`config.mk`:
```
export PLATFORM = sky130hd
export DESIGN_NAME = fft16_frame_ctrl_flat
export DESIGN_NICKNAME = d
export VERILOG_FILES = /design/src/rtl/fft16_frame_ctrl_if.sv /design/src/rtl/fft16_frame_ctrl.sv /design/src/flat_wrapper.sv
export SDC_FILE = /design/constraint.sdc
export NUM_CORES = 1
export LEC_CHECK = 0
export CAP_MARGIN = 30
export CORE_AREA = 2 2 423 425
export DETAILED_ROUTE_END_ITERATION = 16
export DIE_AREA = 0 0 425 427
export HOLD_SLACK_MARGIN = 0.06
export PLACE_DENSITY = 0.48
export SYNTH_ARGS = -nofsm -noshare
export SYNTH_HDL_FRONTEND = slang
export SYNTH_SLANG_ARGS = --single-unit
```
`constraint.sdc`:
```
create_clock -name clk -period 35.6 [get_ports clk]
set_clock_uncertainty 0.2 [all_clocks]
set_input_delay 7.12 -clock clk [delete_from_list [all_inputs] [get_ports clk]]
set_output_delay 7.12 -clock clk [all_outputs]
set_load 0.02 [all_outputs]
```
`src/rtl/fft16_frame_ctrl_if.sv`:
```
// Stream and datapath signals of the 16-point FFT frame sequencer.
// The controller uses the slave side and the environment uses the master side.
interface fft16_frame_ctrl_if;
  logic         in_valid;
  logic [15:0]  in_data;
  logic         in_ready;
  logic [511:0] fft_in_bus;
  logic         fft_in_valid;
  logic [511:0] fft_out_bus;
  logic         out_valid;
  logic         out_ready;
  logic [15:0]  out_real;
  logic [15:0]  out_imag;
  logic [3:0]   out_idx;
  logic         frame_done;

  modport slave (
    input  in_valid, in_data, fft_out_bus, out_ready,
    output in_ready, fft_in_bus, fft_in_valid, out_valid, out_real, out_imag, out_idx, frame_done
  );

  modport master (
    output in_valid, in_data, fft_out_bus, out_ready,
    input  in_ready, fft_in_bus, fft_in_valid, out_valid, out_real, out_imag, out_idx, frame_done
  );
endinterface

```
`src/rtl/fft16_frame_ctrl.sv`:
```
// Frame sequencer for the 16-point DIF FFT: serial fill, 512-bit launch,
// capture after DP_LAT cycles, serial drain in natural bin order.
module fft16_frame_ctrl #(
  parameter int DP_LAT = 0
) (
  input  logic              clk,
  input  logic              rst,
  fft16_frame_ctrl_if.slave io
);
  localparam int LW = (DP_LAT < 1) ? 1 : $clog2(DP_LAT + 1);

  typedef enum logic       {FILL, FULL}        in_st_e;
  typedef enum logic [1:0] {IDLE, WAIT, DRAIN} out_st_e;

  in_st_e            in_st_q, in_st_d;
  out_st_e           out_st_q, out_st_d;
  logic [3:0]        wr_cnt_q, wr_cnt_d;
  logic [3:0]        rd_cnt_q, rd_cnt_d;
  logic [LW-1:0]     lat_cnt_q, lat_cnt_d;
  logic [15:0][15:0] in_buf_q, in_buf_d;
  logic [15:0][31:0] out_buf_q, out_buf_d;
  logic [511:0]      fft_in_bus_q, fft_in_bus_d;
  logic              launch, launch_nxt, drain, hs;
  logic [31:0]       bin_word;

  function automatic logic [3:0] bitrev4(input logic [3:0] b);
    return {b[0], b[1], b[2], b[3]};
  endfunction

  assign launch = (in_st_q == FULL) && (out_st_q == IDLE);
  assign drain  = (out_st_q == DRAIN);
  assign hs     = drain && io.out_ready;

  always_comb begin
    in_st_d  = in_st_q;
    wr_cnt_d = wr_cnt_q;
    in_buf_d = in_buf_q;
    case (in_st_q)
      FILL: if (io.in_valid) begin
        in_buf_d[wr_cnt_q] = io.in_data;
        wr_cnt_d           = wr_cnt_q + 4'd1;
        if (wr_cnt_q == 4'd15) in_st_d = FULL;
      end
      FULL:    if (launch) in_st_d = FILL;
      default: in_st_d = FILL;
    endcase
  end

  always_comb begin
    out_st_d  = out_st_q;
    lat_cnt_d = lat_cnt_q;
    rd_cnt_d  = rd_cnt_q;
    out_buf_d = out_buf_q;
    case (out_st_q)
      IDLE: if (launch) begin
        lat_cnt_d = LW'(DP_LAT);
        // A combinational datapath already holds the result during the launch cycle.
        if (DP_LAT == 0) begin
          out_buf_d = io.fft_out_bus;
          out_st_d  = DRAIN;
        end else begin
          out_st_d  = WAIT;
        end
      end
      WAIT: begin
        lat_cnt_d = lat_cnt_q - LW'(1);
        if (lat_cnt_q == LW'(1)) begin
          out_buf_d = io.fft_out_bus;
          out_st_d  = DRAIN;
        end
      end
      DRAIN: if (io.out_ready) begin
        rd_cnt_d = rd_cnt_q + 4'd1;
        if (rd_cnt_q == 4'd15) out_st_d = IDLE;
      end
      default: out_st_d = IDLE;
    endcase
  end

  // Load the launch copy one edge early so it is on the bus during the launch cycle.
  assign launch_nxt = (in_st_d == FULL) && (out_st_d == IDLE);

  always_comb begin
    fft_in_bus_d = fft_in_bus_q;
    if (launch_nxt) begin
      for (int k = 0; k < 16; k++) fft_in_bus_d[32*k +: 32] = {in_buf_d[k], 16'h0000};
    end
  end

  always_ff @(posedge clk) begin
    if (rst) begin
      in_st_q      <= FILL;
      out_st_q     <= IDLE;
      wr_cnt_q     <= '0;
      rd_cnt_q     <= '0;
      lat_cnt_q    <= '0;
      fft_in_bus_q <= '0;
    end else begin
      in_st_q      <= in_st_d;
      out_st_q     <= out_st_d;
      wr_cnt_q     <= wr_cnt_d;
      rd_cnt_q     <= rd_cnt_d;
      lat_cnt_q    <= lat_cnt_d;
      fft_in_bus_q <= fft_in_bus_d;
    end
  end

  // Frame storage needs no reset; every read of it is gated by FSM state.
  always_ff @(posedge clk) begin
    in_buf_q  <= in_buf_d;
    out_buf_q <= out_buf_d;
  end

  assign bin_word        = drain ? out_buf_q[bitrev4(rd_cnt_q)] : 32'h0;
  assign io.in_ready     = (in_st_q == FILL);
  assign io.fft_in_valid = launch;
  assign io.fft_in_bus   = fft_in_bus_q;
  assign io.out_valid    = drain;
  assign io.out_real     = bin_word[31:16];
  assign io.out_imag     = bin_word[15:0];
  assign io.out_idx      = drain ? rd_cnt_q : 4'd0;
  assign io.frame_done   = hs && (rd_cnt_q == 4'd15);
endmodule
```
`src/flat_wrapper.sv`:
```
// flat-port wrapper written by rule: the top's interface ports become plain ports
module fft16_frame_ctrl_flat 
#(
  parameter int DP_LAT = 0
)
  (clk, rst, io_in_valid, io_in_data, io_fft_out_bus, io_out_ready, io_in_ready, io_fft_in_bus, io_fft_in_valid, io_out_valid, io_out_real, io_out_imag, io_out_idx, io_frame_done);
  fft16_frame_ctrl_if io_i ();
  input  logic clk;
  input  logic rst;
  input wire logic [$bits(io_i.in_valid)-1:0] io_in_valid;
  input wire logic [$bits(io_i.in_data)-1:0] io_in_data;
  input wire logic [$bits(io_i.fft_out_bus)-1:0] io_fft_out_bus;
  input wire logic [$bits(io_i.out_ready)-1:0] io_out_ready;
  output wire logic [$bits(io_i.in_ready)-1:0] io_in_ready;
  output wire logic [$bits(io_i.fft_in_bus)-1:0] io_fft_in_bus;
  output wire logic [$bits(io_i.fft_in_valid)-1:0] io_fft_in_valid;
  output wire logic [$bits(io_i.out_valid)-1:0] io_out_valid;
  output wire logic [$bits(io_i.out_real)-1:0] io_out_real;
  output wire logic [$bits(io_i.out_imag)-1:0] io_out_imag;
  output wire logic [$bits(io_i.out_idx)-1:0] io_out_idx;
  output wire logic [$bits(io_i.frame_done)-1:0] io_frame_done;
  assign io_i.in_valid = io_in_valid;
  assign io_i.in_data = io_in_data;
  assign io_i.fft_out_bus = io_fft_out_bus;
  assign io_i.out_ready = io_out_ready;
  assign io_in_ready = io_i.in_ready;
  assign io_fft_in_bus = io_i.fft_in_bus;
  assign io_fft_in_valid = io_i.fft_in_valid;
  assign io_out_valid = io_i.out_valid;
  assign io_out_real = io_i.out_real;
  assign io_out_imag = io_i.out_imag;
  assign io_out_idx = io_i.out_idx;
  assign io_frame_done = io_i.frame_done;
  fft16_frame_ctrl #(.DP_LAT(DP_LAT)) u_core (.clk(clk), .rst(rst), .io(io_i));
endmodule
```
# After elaboration in Yosys (flattened, before gate mapping)
# Cells that the tools add are included.
# W data, S select, Z words.
[op_classes] addsub=3 n_lt_le_gt_ge=3 eq_ne=6 mux=23 n_bitwise=1 n_reduce_logical=12
[ops] cell="$mux W512" n=2
[ops] cell="$pmux W512 S2" n=1
[ops] cell="$mux W256" n=2
[ops] cell="$bwmux W256" n=1
[ops] cell="$bmux W32 S4" n=1
[ops] cell="$demux W16 S4" n=1
[ops] cell="$mux W32" n=2
[ops] cell="$mux W16" n=1
[ops] cell="$lt A4 B5 Y1 const B" n=2
[ops] cell="$add A4 B1 Y4 const B" n=2
[ops] cell="$eq A4 B4 Y1 const B" n=2
[ops] cell="$mux W2" n=4
[ops] cell="$pmux W2 S3" n=1
[ops] cell="$reduce_and A2 Y1" n=3
[ops] cell="$logic_and A1 B1 Y1" n=5
[ops] cell="$ge A4 B1 Y1 const B" n=1
[ops] cell="$logic_not A2 Y1" n=2
[ops] cell="$mux W1" n=4
[ops] cell="$mux W4" n=1
[ops] cell="$pmux W1 S2" n=2
[ops] cell="$reduce_and A3 Y1" n=1
[ops] cell="$eq A2 B1 Y1 const B" n=1
[ops] cell="$eq A2 B2 Y1 const B" n=1
[ops] cell="$ne A2 B1 Y1 const B" n=1
[ops] cell="other kinds (4)" n=4
[totals] ff_bits=1036 inputBits=532 output_inout_bits=552 elab_cells=86

# Logic depth before layout (Yosys ltp)
# Gate-level depths: netlist of the first run.
[depth] word_depth=7 ltp_mapped=8 depth_no_buf=6

# Worst setup path before layout of the first run
# No wires, ideal clock.
[synth_timing] path_kind="reg2reg" startpoint="register u_core.in_st_q" endpoint="register u_core.out_buf_q[0] (netlist name) (enable)" setup_ps=1559 arrival_time_ps=25078 required_time_ps=33841 slack_ps=8763 path_stages_with_launch=4 n_path_buf=1 synth_period_minus_slack_ps=26837 path_cell_list="dfxtp_1 -> clkbuf_1 -> nand2b_1 -> a21oi_1"
[synth_via] elab_chain_len=3
[synth_lines] item="start: declaration" line="fft16_frame_ctrl.sv:15" source="in_st_e in_st_q, in_st_d;"
[synth_lines] item="start signal: assignment" line="fft16_frame_ctrl.sv:99" source="in_st_q <= in_st_d;"
[synth_lines] item="$logic_and A1 B1 Y1" line="fft16_frame_ctrl.sv:30" source="assign launch = (in_st_q == FULL) && (out_st_q == IDLE);"
[synth_lines] item="$ne A2 B2 Y1 (no source line)"
[synth_lines] item="$reduce_and A3 Y1 (no source line)"
[synth_lines] item="end signal: assignment" line="fft16_frame_ctrl.sv:111" source="out_buf_q <= out_buf_d;"
[synth_lines] item="end: declaration" line="fft16_frame_ctrl.sv:21" source="logic [15:0][31:0] out_buf_q, out_buf_d;"
# No other way between the ends.
# A chain may end at the register's enable or synchronous reset.

# Final worst setup path of the first run
[layout_timing] startpoint="input port io_out_ready" endpoint="output port io_frame_done"
[layout_via] elab_chain_len=2
[layout_lines] item="start: declaration" line="flat_wrapper.sv:13" source="input wire logic [$bits(io_i.out_ready)-1:0] io_out_ready;"
[layout_lines] item="$logic_and A1 B1 Y1" line="fft16_frame_ctrl.sv:32" source="assign hs = drain && io.out_ready;"
[layout_lines] item="$logic_and A1 B1 Y1" line="fft16_frame_ctrl.sv:122" source="assign io.frame_done = hs && (rd_cnt_q == 4'd15);"
[layout_lines] item="end: declaration" line="flat_wrapper.sv:21" source="output wire logic [$bits(io_i.frame_done)-1:0] io_frame_done;"
# No other way between the ends.

==> impl_metrics.yaml, run 1 <==
worst_setup_path:
  cp_data_required_time_ps: 28280
  crit_path_end_kind: "primary output"
  worstPathArrival_ps: 8830
  worstPathMaxFanout: 5
  path_class: "in2out"
  crit_path_start_kind: "primary input"
timing:
  slew_headroom_pct: 35.74
  fmax_ghz: 0.06191
  hold_violations: 0
  setup_viol: 0
  slew_violations: 0
  post-route-period-util_pct: 45.37
  rsz0062_at_grt: "false"
  finalCriticalPeriod_ps: 16150
  tns_ps: 0
  worst_slew_pin_slew_ps: 963.9
cts:
  cts_tree: "yes"
  numCtsBuffers: 114
  cts.repair.resized: 0
  ctsHoldBuffers: 0
  path_clk_slew_ps: 60
  clk_latency_ps: 760
  clockBufferDepth: 3
  h-tree-depth: 3
  clock-sinks: 1036
  ctsRootBufferMaster: "clkbuf_16"
  post-cts-setup-buffers: 0
pwr:
  p_sw_w: 0.0006102
  p_per_area_mw_per_mm2: 50.28
  switching_share_pct: 22.79
  power_frac_comb_pct: 5.7
  clockPowerShare_pct: 46.3
  vdd_ir_drop_max_uv: 35.52
  seqPwrFrac_pct: 48.0
  internal_power_w: 0.002068
  p_leak_nw: 18.84
synthesis:
  post-synth-top-area-cell: "edfxtp_1"
  synth.top_cell.area_share_pct: 39.27
  syn_inst: 3022
  yosysWarnings: 0
  synth-seq-area-share_pct: 66.06
  synth_cell_types: 33
  synth_area_mm2: 0.03915
  ys_ff_latch: 1036
  synth_area_leaders: "edfxtp_1 39%, dfxtp_1 27%, mux4_2 7.4%"
  avgSynthCellArea_um2: 12.96
grt:
  grt_max_degree: 101
  grt_first_pass_wirelength_um: 185900
  antenna_found_initial: 29
  grt_pass1_vias: 25954
  grt_overflow_total: 0
  grtUsageTotal_pct: 14.28
layout:
  fin_nets: 4367
  syn_to_final_growth_pct: 36.02
  multi_input_area_mm2: 0.01126
  design_area_mm2: 0.05325
  drive_above_1_share_pct: 10.28
  final-seq-area_mm2: 0.02588
  fillers: 18080
routing:
  drt-initial-drc-count: 1629
  wl_per_cell_um: 21.39
  drc: 0
  dr_total_vias: 26291
  dr.pass1.iters: 5
  vias_per_cell: 4.175
  finalWirelength_um: 134700
  ant_nets: 0
die:
  coreArea_mm2: 0.1773
  die_area_mm2: 0.1815
  rows: 155
  ios: 1084
  initial_core_util_pct: 22.09
  fp.dieW_um: 425
  die_h_um: 427
place:
  dp_hpwl_um: 92410
  place_congestion: 0.7713
  portBuffers: 827
  dpl_cell_area_mm2: 0.04921
status:
  status: "finished clean"
hold_path:
  hold_path_class: "reg2reg"
run:
  maxCapViolations: 0
layer usage:
| metal | GRT usage (%) | up-vias | share of wire [%] |
|---|---|---|---|
| li1 | - | 12135 | - |
| met4 | 6.288 | 30 | 3.6 |
| met1 | 15.38 | 12933 | 37 |
| met2 | 26.01 | 965 | 53 |
| met3 | 3.895 | 228 | 6.9 |
| met5 | 0 | - | 0.14 |
synth_stat cells:
library cell  instances
nand4_1               2
xor2_1                5
mux4_2              128
o21ba_2               1
nand2_1             388
dfxtp_1             524
edfxtp_1            512
nand3b_1              4
nand2b_1              5
mux2i_1              97
inv_1                67
a211oi_2              1
o21ai_0             224
a22oi_1              32
buf_2                56
nor2b_1               2
ha_1                  5
inv_2                 1
and2_1                4
buf_1                11
a311oi_1            192
buf_4               260
a21oi_1               3
a211oi_1             65
xnor2_1               1
conb_1                1
a2bb2oi_1             1
nor2_1              285
clkbuf_1            134
nand3_1               7
and4b_1               1
a41oi_1               1
nor3b_1               2
logic make-up after synthesis:
kind of cell / synth area share (%)
and+or+nand+nor: 6.890
muxes: 9.843
xor gates and xnor gates: 0.1342
buffers and inverters: 7.743
adders and majority gates: 0.1598
other: 0.009578
DFF: 66.06
AOI/OAI and AO/OA: 9.159
critical path, cell delays in order:
cell             delay, ps
clkdlybuf4s50_1        560
nand4_1                230
nor2_1                 270
clkdlybuf4s50_1        650
power groups by stage:
stage	Clock, W	Combinational, W	Sequential (W)
after floorplan	0	0.0000885	0.00131
after global placement	0	0.000150	0.00131
after detailed placement	0	0.000153	0.00131
after CTS	0.00128	0.000153	0.00129
after global routing	0.00132	0.000165	0.00129
final	0.00124	0.000152	0.00129
final timing paths:
| kind | slack [ps] | cells after the start | from | to |
|---|---|---|---|---|
| worst max-delay path | 19450 | 4 | io_out_ready | io_frame_done |
| worst min register to register | 260 | 2 | u_core.in_buf_q[31]$_DFF_P_ | u_core.in_buf_q[31]$_DFF_P_ |
| worst max register to register | 30120 | 10 | u_core.rd_cnt_q[1]$_SDFFE_PP0P_ | u_core.io.fft_in_bus[477]$_SDFFE_PP0P_ |
| worst min-delay path | 260 | 2 | u_core.in_buf_q[31]$_DFF_P_ | u_core.in_buf_q[31]$_DFF_P_ |
cells in the final DEF, fill, tap and decap left out, types with 5 or more instances in the layout:
cell type        instances
nand2_1                387
clkinv_2                24
xor2_1                   5
mux4_2                 128
nand3_1                  7
conb_1                 256
clkbuf_8                19
mux2i_1                 97
o21ai_0                224
dfxtp_1                521
nor2_1                 280
clkbuf_1                17
a22oi_1                 32
diode_2                 13
buf_4                   62
clkinv_1                12
edfxtp_1               512
bufinv_16               11
a311oi_1               192
ha_1                     5
a211oi_1                65
clkdlybuf4s50_1        826
clkbuf_16              116
nor2_2                   5
inv_1                   67
registers in the layout, indices dropped and copies added, names as in the netlist:
name / count
u_core.rd_cnt_q: 4
u_core.out_st_q: 2
u_core.lat_cnt_q: 1
u_core.wr_cnt_q: 4
u_core.in_buf_q: 256
u_core.in_st_q: 1
u_core.io.fft_in_bus: 256
u_core.out_buf_q: 512
metrics by stage:
| stage | util, % | std cells | hold slack, ps | total power [W] | setup WS [ps] |
|---|---|---|---|---|---|
| 6_report | 30.04 | 6297 | 257.3 | 0.002678 | 19450 |
| 5_1_grt | 30.04 | 6294 | 274.8 | 0.002776 | 19350 |
| 4_1_cts | 29.99 | 6282 | 261.6 | 0.002721 | 19410 |
| 3_5_place_dp | 27.76 | 6067 | 246.5 | 0.001465 | 19420 |
| 3_3_place_gp | 27.69 | 6060 | 238.9 | 0.001461 | 19340 |
| 2_1_floorplan | - | 3277 | 229.9 | 0.001399 | 8763 |
cell type report:
type	count	area share, %
antenna	13	0.06109
tap	2355	5.533
sequential	1036	48.59
clock inverter	64	1.396
inverter	68	0.4793
clock buffer	151	6.036
multi-input combinational	1712	21.15
timing repair buffer	898	16.76
(Power assumes the default switching activity.)
==> inputs of run 2 (changes only) <==
==> constraint.sdc (replaced) <==
create_clock -name clk -period 15.77 [get_ports clk]
set_clock_uncertainty 0.2 [all_clocks]
set_input_delay 3.154 -clock clk [delete_from_list [all_inputs] [get_ports clk]]
set_output_delay 3.154 -clock clk [all_outputs]
set_load 0.02 [all_outputs]
==> run 2 against run 1 <==
  * Sequential power up 120%
  * Worst hold slack better by 1.7 ps
  * Global-route usage about the same
  * Sequential cell count unchanged
  * First-iteration DRC count up 12%
  * Critical path type is now reg2out
  * Highest routed layer unchanged
==> impl_metrics.yaml, run 2 (synthesis results as in run 1) <==
pwr:
  clockPowerShare_pct: 46.1
  p_per_area_mw_per_mm2: 113.3
  switching_share_pct: 22.46
  seqPwrFrac_pct: 48.3
  p_sw_w: 0.001352
  internal_power_w: 0.004666
  vdd_ir_drop_max_uv: 81.63
  p_leak_nw: 18.75
  power_frac_comb_pct: 5.7
  p_total_w: 0.006018
worst_setup_path:
  critPathTopFamily: "buffers and inverters"
  rr_startpoint: "u_core.rd_cnt_q[1]$_SDFFE_PP0P_"
  worstPathMaxFanout: 39
  path_buf_inv: 4
  crit_top_cell: "buf_4"
  slowest_stage: "dfxtp_4"
  slowest_delay_ps: 920
  cp_data_required_time_ps: 12420
  r2r_setup_slack_ps: 10430
  ff2ff_path_depth: 11
  rr_endpoint: "u_core.io.fft_in_bus[250]$_SDFFE_PP0P_"
  worstPathArrival_ps: 5460
  path_class: "reg2out"
  crit_chain: "buf_4 > buf_4 > buf_4 > mux4_2 > mux2i_1 > o21ai_0 > clkdlybuf4s50_1"
  crit_path_end_kind: "primary output"
  crit_path_start_kind: "register"
layout:
  syn_to_final_growth_pct: 35.62
  multi_input_area_mm2: 0.01126
  fillers: 17983
  final-seq-area_mm2: 0.02588
  layout_commonest_cell: "clkdlybuf4s50_1"
  final_cell_mix: "825 x clkdlybuf4s50_1, 521 x dfxtp_1, 512 x edfxtp_1"
  fin_nets: 4361
  drive_above_1_share_pct: 10.08
  regMostFlops: "u_core.out_buf_q"
  largest_register_ffs: 512
hold_path:
  hold_path_class: "reg2reg"
  hold_path_end: "u_core.in_buf_q[16]$_DFF_P_"
  hp-start: "u_core.in_buf_q[16]$_DFF_P_"
  hold_depth: 2
die:
  die_h_um: 427
  die_area_mm2: 0.1815
  rows: 155
  fp.dieW_um: 425
  ios: 1084
  initial_core_util_pct: 22.09
  coreArea_mm2: 0.1773
routing:
  dr.pass1.iters: 5
  drc: 0
  finalWirelength_um: 134700
  vias_per_cell: 4.157
  dr_total_vias: 26149
  wl_per_cell_um: 21.42
  ant_nets: 0
  drt-initial-drc-count: 1825
place:
  place_congestion: 0.7917
  dp_hpwl_um: 92670
  portBuffers: 827
grt:
  grtUsageTotal_pct: 14.30
  antenna_found_initial: 35
  grt_overflow_total: 0
  grt_pass1_vias: 25782
  grt_first_pass_wirelength_um: 186000
  grt_max_degree: 198
cts:
  clockBufferDepth: 3
  clk_latency_ps: 750
  ctsRootBufferMaster: "clkbuf_16"
  post-cts-setup-buffers: 0
  cts.repair.resized: 0
  h-tree-depth: 3
  ctsHoldBuffers: 0
  numCtsBuffers: 113
  cts_tree: "yes"
  clock-sinks: 1036
  path_clk_slew_ps: 60
timing:
  finalCriticalPeriod_ps: 8817
  worst_slew_pin_slew_ps: 1064
  slew_violations: 0
  slew_headroom_pct: 29.03
  post-route-period-util_pct: 55.91
  hold_violations: 0
  setup_viol: 0
  fmax_ghz: 0.1134
  tns_ps: 0
  rsz0062_at_grt: "false"
status:
  status: "finished clean"
run:
  maxCapViolations: 0
==> run 2: cell count changes in the layout (fill, tap and decap cells not counted), moves of 3 or more <==
cell,before,now
clkbuf_8,19,8
bufinv_16,11,16
clkinv_16,4,0
buf_4,62,59
buf_6,3,0
clkbuf_1,17,20
==> run 2: cell type report <==
cell class	count	area share [%]
Multi-Input combinational cell	1712	21.21
Timing Repair Buffer	893	16.72
Clock buffer	141	5.695
Inverter	68	0.4807
Clock inverter	70	1.541
Tap cell	2355	5.549
Sequential cell	1036	48.73
Antenna cell	15	0.07069
==> run 2: power by group through the flow <==
stage                     Sequential (W)  Clock, W  Combinational (W)
after floorplan                  0.00296         0           0.000200
after global placement           0.00296         0           0.000340
after detailed placement         0.00296         0           0.000346
after CTS                        0.00290   0.00285           0.000347
after global routing             0.00291   0.00296           0.000374
final                            0.00290   0.00277           0.000343
==> run 2: worst max path at each step <==
stage / slack [ps] / cells after the start / end / start
global placement: 7440 / 7 / io_out_imag[6] / u_core.rd_cnt_q[3]$_SDFFE_PP0P_
CTS: 6550 / 7 / io_out_imag[6] / u_core.rd_cnt_q[3]$_SDFFE_PP0P_
detailed placement: 7430 / 7 / io_out_imag[6] / u_core.rd_cnt_q[3]$_SDFFE_PP0P_
floorplan: 5850 / 3 / u_core.out_buf_q[0]$_DFFE_PP_ / u_core.in_st_q$_SDFF_PP0_
finish: 6950 / 7 / io_out_imag[6] / u_core.rd_cnt_q[3]$_SDFFE_PP0P_
global route: 6390 / 7 / io_out_imag[6] / u_core.rd_cnt_q[3]$_SDFFE_PP0P_
==> run 2: metrics by stage <==
stage / instances / utilization (%) / hold WS, ps / area, µm² / setup slack (ps)
3_5_place_dp: 6063 / 27.75 / 248.1 / 49190 / 7432
6_report: 6290 / 29.96 / 258.9 / 53100 / 6953
4_1_cts: 6274 / 29.92 / 263.6 / 53030 / 6549
2_1_floorplan: 3277 / - / 229.9 / 40120 / 5850
3_3_place_gp: 6058 / 27.69 / 240.7 / 49080 / 7437
5_1_grt: 6284 / 29.95 / 276.6 / 53080 / 6386
==> run 2: per-layer routing <==
metal	part of all wire, %	up-vias	track usage, %
met3	6.7	223	3.952
li1	-	12134	-
met4	3.7	36	6.123
met1	37	12794	15.42
met5	0.18	-	0
met2	53	962	26.04
==> run 2: worst register-to-register path, delay by kind of cell (launching register included) <==
family | cells | cell delay, ps
flip-flops | 1 | 560
buffers and inverters | 6 | 3330
AO/OA/AOI/OAI | 2 | 590
adder cells (fa/ha/maj) | 1 | 250
AND/OR/NAND/NOR | 2 | 340
==> inputs of run 3 (changes only) <==
--- a/config.mk
+++ b/config.mk
@@ -6,11 +6,11 @@
 export NUM_CORES = 1
 export LEC_CHECK = 0
 export CAP_MARGIN = 30
-export CORE_AREA = 2 2 423 425
+export CORE_AREA = 2 2 416 418
 export DETAILED_ROUTE_END_ITERATION = 16
-export DIE_AREA = 0 0 425 427
+export DIE_AREA = 0 0 418 420
 export HOLD_SLACK_MARGIN = 0.06
-export PLACE_DENSITY = 0.48
+export PLACE_DENSITY = 0.51
 export SYNTH_ARGS = -nofsm -noshare
 export SYNTH_HDL_FRONTEND = slang
 export SYNTH_SLANG_ARGS = --single-unit
==> constraint.sdc (replaced) <==
create_clock -name clk -period 7.6 [get_ports clk]
set_clock_uncertainty 0.2 [all_clocks]
set_input_delay 1.52 -clock clk [delete_from_list [all_inputs] [get_ports clk]]
set_output_delay 1.52 -clock clk [all_outputs]
set_load 0.02 [all_outputs]
==> run 3 against run 2 <==
  * Clock power increased by 97%
  * First-iteration DRC count grew 4.3%
  * Worst hold slack got worse by 1.2 ps
  * Non-clock buffer count rose by 1
  * Die area fell by 3.3%
  * Count of clock-buffer cells in the layout grew 10
  * Power grew 100%
==> impl_metrics.yaml, run 3 (synthesis results as in run 1) <==
status:
  status: "finished clean"
routing:
  dr.pass1.iters: 5
  ant_nets: 0
  dr_total_vias: 26231
  wl_per_cell_um: 21.50
  finalWirelength_um: 132400
  vias_per_cell: 4.260
  drc: 0
  drt-initial-drc-count: 1904
worst_setup_path:
  ff2ff_path_depth: 6
  path_class: "reg2out"
  rr_endpoint: "u_core.io.fft_in_bus[374]$_SDFFE_PP0P_"
  rr_startpoint: "u_core.rd_cnt_q[3]$_SDFFE_PP0P_"
  cp_data_required_time_ps: 5880
  crit_path_end_kind: "primary output"
  worstPathMaxFanout: 43
  worstPathArrival_ps: 3790
  r2r_setup_slack_ps: 3840
  crit_path_start_kind: "register"
layout:
  layout_commonest_cell: "clkdlybuf4s50_1"
  syn_to_final_growth_pct: 34.88
  largest_register_ffs: 512
  fin_nets: 4361
  fin_cells: 6157
  regMostFlops: "u_core.out_buf_q"
  drive_above_1_share_pct: 9.783
  post-route-util_pct: 30.89
  final_cell_mix: "826 x clkdlybuf4s50_1, 519 x dfxtp_1, 512 x edfxtp_1"
hold_path:
  hold_depth: 2
  hold_path_end: "u_core.in_buf_q[8]$_DFF_P_"
  hp-start: "u_core.in_buf_q[8]$_DFF_P_"
  hold_path_class: "reg2reg"
cts:
  clockBufferDepth: 3
  path_clk_slew_ps: 60
  clk_latency_ps: 740
  cts_tree: "yes"
  post-cts-setup-buffers: 0
  cts.repair.resized: 0
  clock-sinks: 1036
  h-tree-depth: 3
  ctsRootBufferMaster: "clkbuf_16"
  numCtsBuffers: 112
  ctsHoldBuffers: 0
timing:
  hold_ws_ps: 257.7
  finalCriticalPeriod_ps: 5507
  worst_slew_pin_slew_ps: 1052
  setup_viol: 0
  hold_violations: 0
  rsz0062_at_grt: "false"
  slew_violations: 0
  post-route-period-util_pct: 72.47
  slew_headroom_pct: 29.84
  tns_ps: 0
  layout_setup_ws_ps: 2093
  fmax_ghz: 0.1816
die:
  die_h_um: 420
  ios: 1084
  initial_core_util_pct: 22.90
  coreArea_mm2: 0.1710
  die_area_mm2: 0.1756
  fp.dieW_um: 418
  rows: 152
place:
  post-place-cells: 5943
  place_ws_ps: 2611
  place_congestion: 0.7929
  portBuffers: 827
  dp_hpwl_um: 91030
grt:
  grt_pass1_vias: 25579
  grt_overflow_total: 0
  grt_max_degree: 184
  antenna_found_initial: 16
  grtUsageTotal_pct: 14.47
  grt_first_pass_wirelength_um: 182800
pwr:
  p_per_area_mw_per_mm2: 231.0
  p_leak_nw: 18.67
  vdd_ir_drop_max_uv: 196.3
run:
  maxCapViolations: 0
==> run 3: changes by cell type in the layout (fill, tap and decap cells not counted), moves of 3 or more <==
cell | previous run | this run
buf_4 | 59 | 54
clkinv_1 | 10 | 14
buf_6 | 0 | 3
bufinv_16 | 16 | 7
buf_16 | 4 | 1
clkbuf_1 | 20 | 24
buf_12 | 1 | 9
clkbuf_8 | 8 | 15
clkinv_2 | 26 | 20
inv_6 | 6 | 1
diode_2 | 15 | 9
==> run 3: final cells by class <==
| class | instances | area [µm²] |
|---|---|---|
| clock buffer | 151 | 3110 |
| fill | 17115 | 118200 |
| tap | 2233 | 2794 |
| timing repair buffer | 894 | 8929 |
| multi-input combinational | 1712 | 11270 |
| sequential | 1036 | 25880 |
| clock inverter | 54 | 554.3 |
| antenna | 9 | 22.52 |
| inverter | 68 | 255.2 |
==> run 3: per-layer routing <==
layer	vias up	part of all wire [%]	GRT usage, %
li1	12146	-	-
met1	12855	37	15.79
met2	989	53	26.17
met3	223	6.0	3.662
met4	18	4.1	6.651
met5	-	0.087	0
==> run 3: how the worst max path moves through the flow <==
stage | cells past startpoint | startpoint | to
after detailed placement | 4 | io_out_ready | io_frame_done
after floorplan | 2 | u_core.out_st_q[0]$_SDFF_PP0_ | u_core.out_buf_q[0]$_DFFE_PP_
after global routing | 5 | u_core.rd_cnt_q[1]$_SDFFE_PP0P_ | io_out_imag[12]
after global placement | 4 | io_out_ready | io_frame_done
after CTS | 5 | u_core.rd_cnt_q[1]$_SDFFE_PP0P_ | io_out_imag[12]
final | 5 | u_core.rd_cnt_q[1]$_SDFFE_PP0P_ | io_out_imag[12]
==> run 3: power by group <==
group	internal (W)	switching, W	total, W
logic	0.000326	0.000387	0.000713
clock network	0.00311	0.00234	0.00546
registers	0.00599	0.0000338	0.00603
total	0.00943	0.00276	0.0122
==> run 3: stage by stage <==
stage,instance area (µm²),power [W]
after CTS,52790,0.01235
after detailed placement,49120,0.006864
after global routing,52800,0.01262
after floorplan,40130,0.006555
final,52810,0.01220
after global placement,49060,0.006849
==> run 3: critical path, cell delays in order (launching register included) <==
cell	delay [ps]
dfxtp_4	700
buf_4	720
mux4_2	350
mux2i_1	60
o21ai_0	420
clkdlybuf4s50_1	710
==> patch (settings of run 2) <==
Reset style: asynchronous (`rst`), changed in one clocked block.
--- a/src/rtl/fft16_frame_ctrl.sv
+++ b/src/rtl/fft16_frame_ctrl.sv
@@ -87,7 +87,7 @@
     end
   end
 
-  always_ff @(posedge clk) begin
+  always_ff @(posedge clk or posedge rst) begin
     if (rst) begin
       in_st_q      <= FILL;
       out_st_q     <= IDLE;
Function: not settled (the Yosys comparison gave no result); the edit may change what the design does.
==> patch against run 2 <==
Routed wire length decreased by 6.8%; synthesized area increased by 2.5%; design area increased by 2.1%; utilization increased by 0.64 points; worst setup slack got worse by 0.046 ns; global-route usage decreased by 0.94 points; sequential cell count unchanged; highest routed layer unchanged.
Power is not compared: it rests on default switching activity, and its combinational part moved more than twofold at a synthesized area within 25%.
==> patch: results <==
[drt]
route.detailed.wl_per_inst_um = 21.5
viasPerCell = 3.92
drt-initial-drc-count = 985
drtPass1Iterations = 5

[global_route]
grt_start_max_net_pins = 174
grt_pass1_wl_um = 173000
grt_antenna_before_repair = 39
globalRouteTotalUtil_pct = 13.4
first_global_vias = 23400

[yosys]
postSynth.asyncResetShare_pct = 25.9
synth_commonest_cells = "512 x sky130_fd_sc_hd__edfxtp_1, 494 x sky130_fd_sc_hd__mux2_2, 284 x sky130_fd_sc_hd__buf_4, 268 x sky130_fd_sc_hd__dfrtp_1, 257 x sky130_fd_sc_hd__mux2i_1"
synth_cell_types = 45
synthTopCellsByArea = "sky130_fd_sc_hd__edfxtp_1 38%, sky130_fd_sc_hd__dfrtp_1 17%, sky130_fd_sc_hd__mux2_2 14%"
synth_seq_area_share_pct = 67.8
synth_edf_count = 512
postSynth.topFlopCell = "sky130_fd_sc_hd__edfxtp_1"

[cts]
numCtsBuffers = 117
cts_htree_levels = 3
clk-insertion-delay-late_ns = 0.75
cts_root_buffer = "sky130_fd_sc_hd__clkbuf_16"
path_clk_slew_ns = 0.06

[critical_path]
delay_contributed_by_the_slowest_stage_of_the_critical_path_ns = 0.83
cp_slowest_cell = "sky130_fd_sc_hd__buf_4"
r2r.worst_path.cells = 9
critPathArrivalTime_ns = 5.51
worstReg2RegEnd = "u_core.io.fft_in_bus[278]"
r2r_setup_slack_ns = 10.58
r2r-start = "u_core.rd_cnt_q[3]"
worst-path-max-fanout = 51

[cells_and_area]
layout.filler_cells = 17800
fraction_of_layout_instances_using_a_drive_strength_above_1_pct = 21.7
final_net_count = 3896
regMostFlops = "u_core.out_buf_q"

[min_path]
worstHoldPathType = "flop to flop"
worst_min_path_start = "u_core.in_buf_q[187]"
worstHoldEndpoint = "u_core.in_buf_q[187]"
whs_path_depth = 1

[placed_design]
dp_worst_setup_slack_ns = 7.43
finalWeightedCongestion = 0.769
dp.final_hpwl_um = 88600

[power]
vdd_ir_drop_max_mv = 0.0988

[timing]
max_slew.worst_pin.slew_ns = 1.11
hold_viol = 0

[run_status]
status = "finished, final reports clean"
[patch: cell count changes in the layout (fill, tap and decap cells not counted), sizes merged, moves of 190 or more]
cell and change:
o21ai -190, dfxtp -268, a311oi -192, nor2 -276
mux2 +514, dfrtp +268, nand2 -353
[patch: through the flow]
stage	hold slack [ns]	std cells	instance area [sq um]	utilization [%]	total power, mW
floorplan	0.239	2740	41100	-	6.06
global placement	0.251	5587	50200	28.3	7.49
finish	0.268	5838	54200	30.6	10.1
global route	0.278	5826	54200	30.6	10.6
detailed placement	0.257	5592	50300	28.4	7.55
CTS	0.271	5812	54100	30.5	10.3
[patch: worst max path at each step]
stage                                  start                        end  slack (ns)  cells after the start
after floorplan           u_core.out_st_q[0]        u_core.out_buf_q[0]        1.13                      2
after global placement           io_in_valid  u_core.io.fft_in_bus[275]        7.54                      8
after detailed placement         io_in_valid   u_core.io.fft_in_bus[31]        7.43                      8
after CTS                 u_core.rd_cnt_q[3]             io_out_real[6]        6.65                      8
after global routing      u_core.rd_cnt_q[3]             io_out_real[6]        6.58                      8
final                     u_core.rd_cnt_q[3]             io_out_real[6]        6.91                      8
[patch: final cells by class]
class | instances | area, sq um | area share (%)
inverters | 5 | 26.3 | 0.0484
multi-input cells | 1315 | 11300 | 20.8
flip-flops and latches | 1036 | 27200 | 50.2
clock buffers | 156 | 3190 | 5.89
clock inverters | 64 | 628 | 1.16
diodes | 23 | 57.6 | 0.106
repair buffers | 884 | 8870 | 16.3
well taps | 2355 | 2950 | 5.43
[patch: cells by family (layout without fill, tap and decap cells)]
group | count (synthesis) | count (layout) | share of synthesized area, %
buffers and inverters | 389 | 1109 | 6.59
and+or+nand+nor | 110 | 110 | 1.61
xor gates and xnor gates | 6 | 6 | 0.131
adders and majority gates | 5 | 5 | 0.156
AOI/OAI and AO/OA | 167 | 167 | 2.91
muxes | 771 | 771 | 20.8
other | 1 | 279 | 0.00934
DFF | 1036 | 1036 | 67.8
[patch: report_power, final]
part           switching [mW]  total (mW)  internal, mW
logic                    1.90        3.52          1.63
clock network            1.14        2.68          1.54
registers               0.288        3.88          3.59
[patch: metal layers]
metal,track usage (%),part of all wire [%],vias to the layer above
li1,-,-,10400
met1,14.0,36,11300
met2,24.0,52,847
met3,4.61,7.9,213
met4,5.96,3.3,38
met5,0,0.21,-
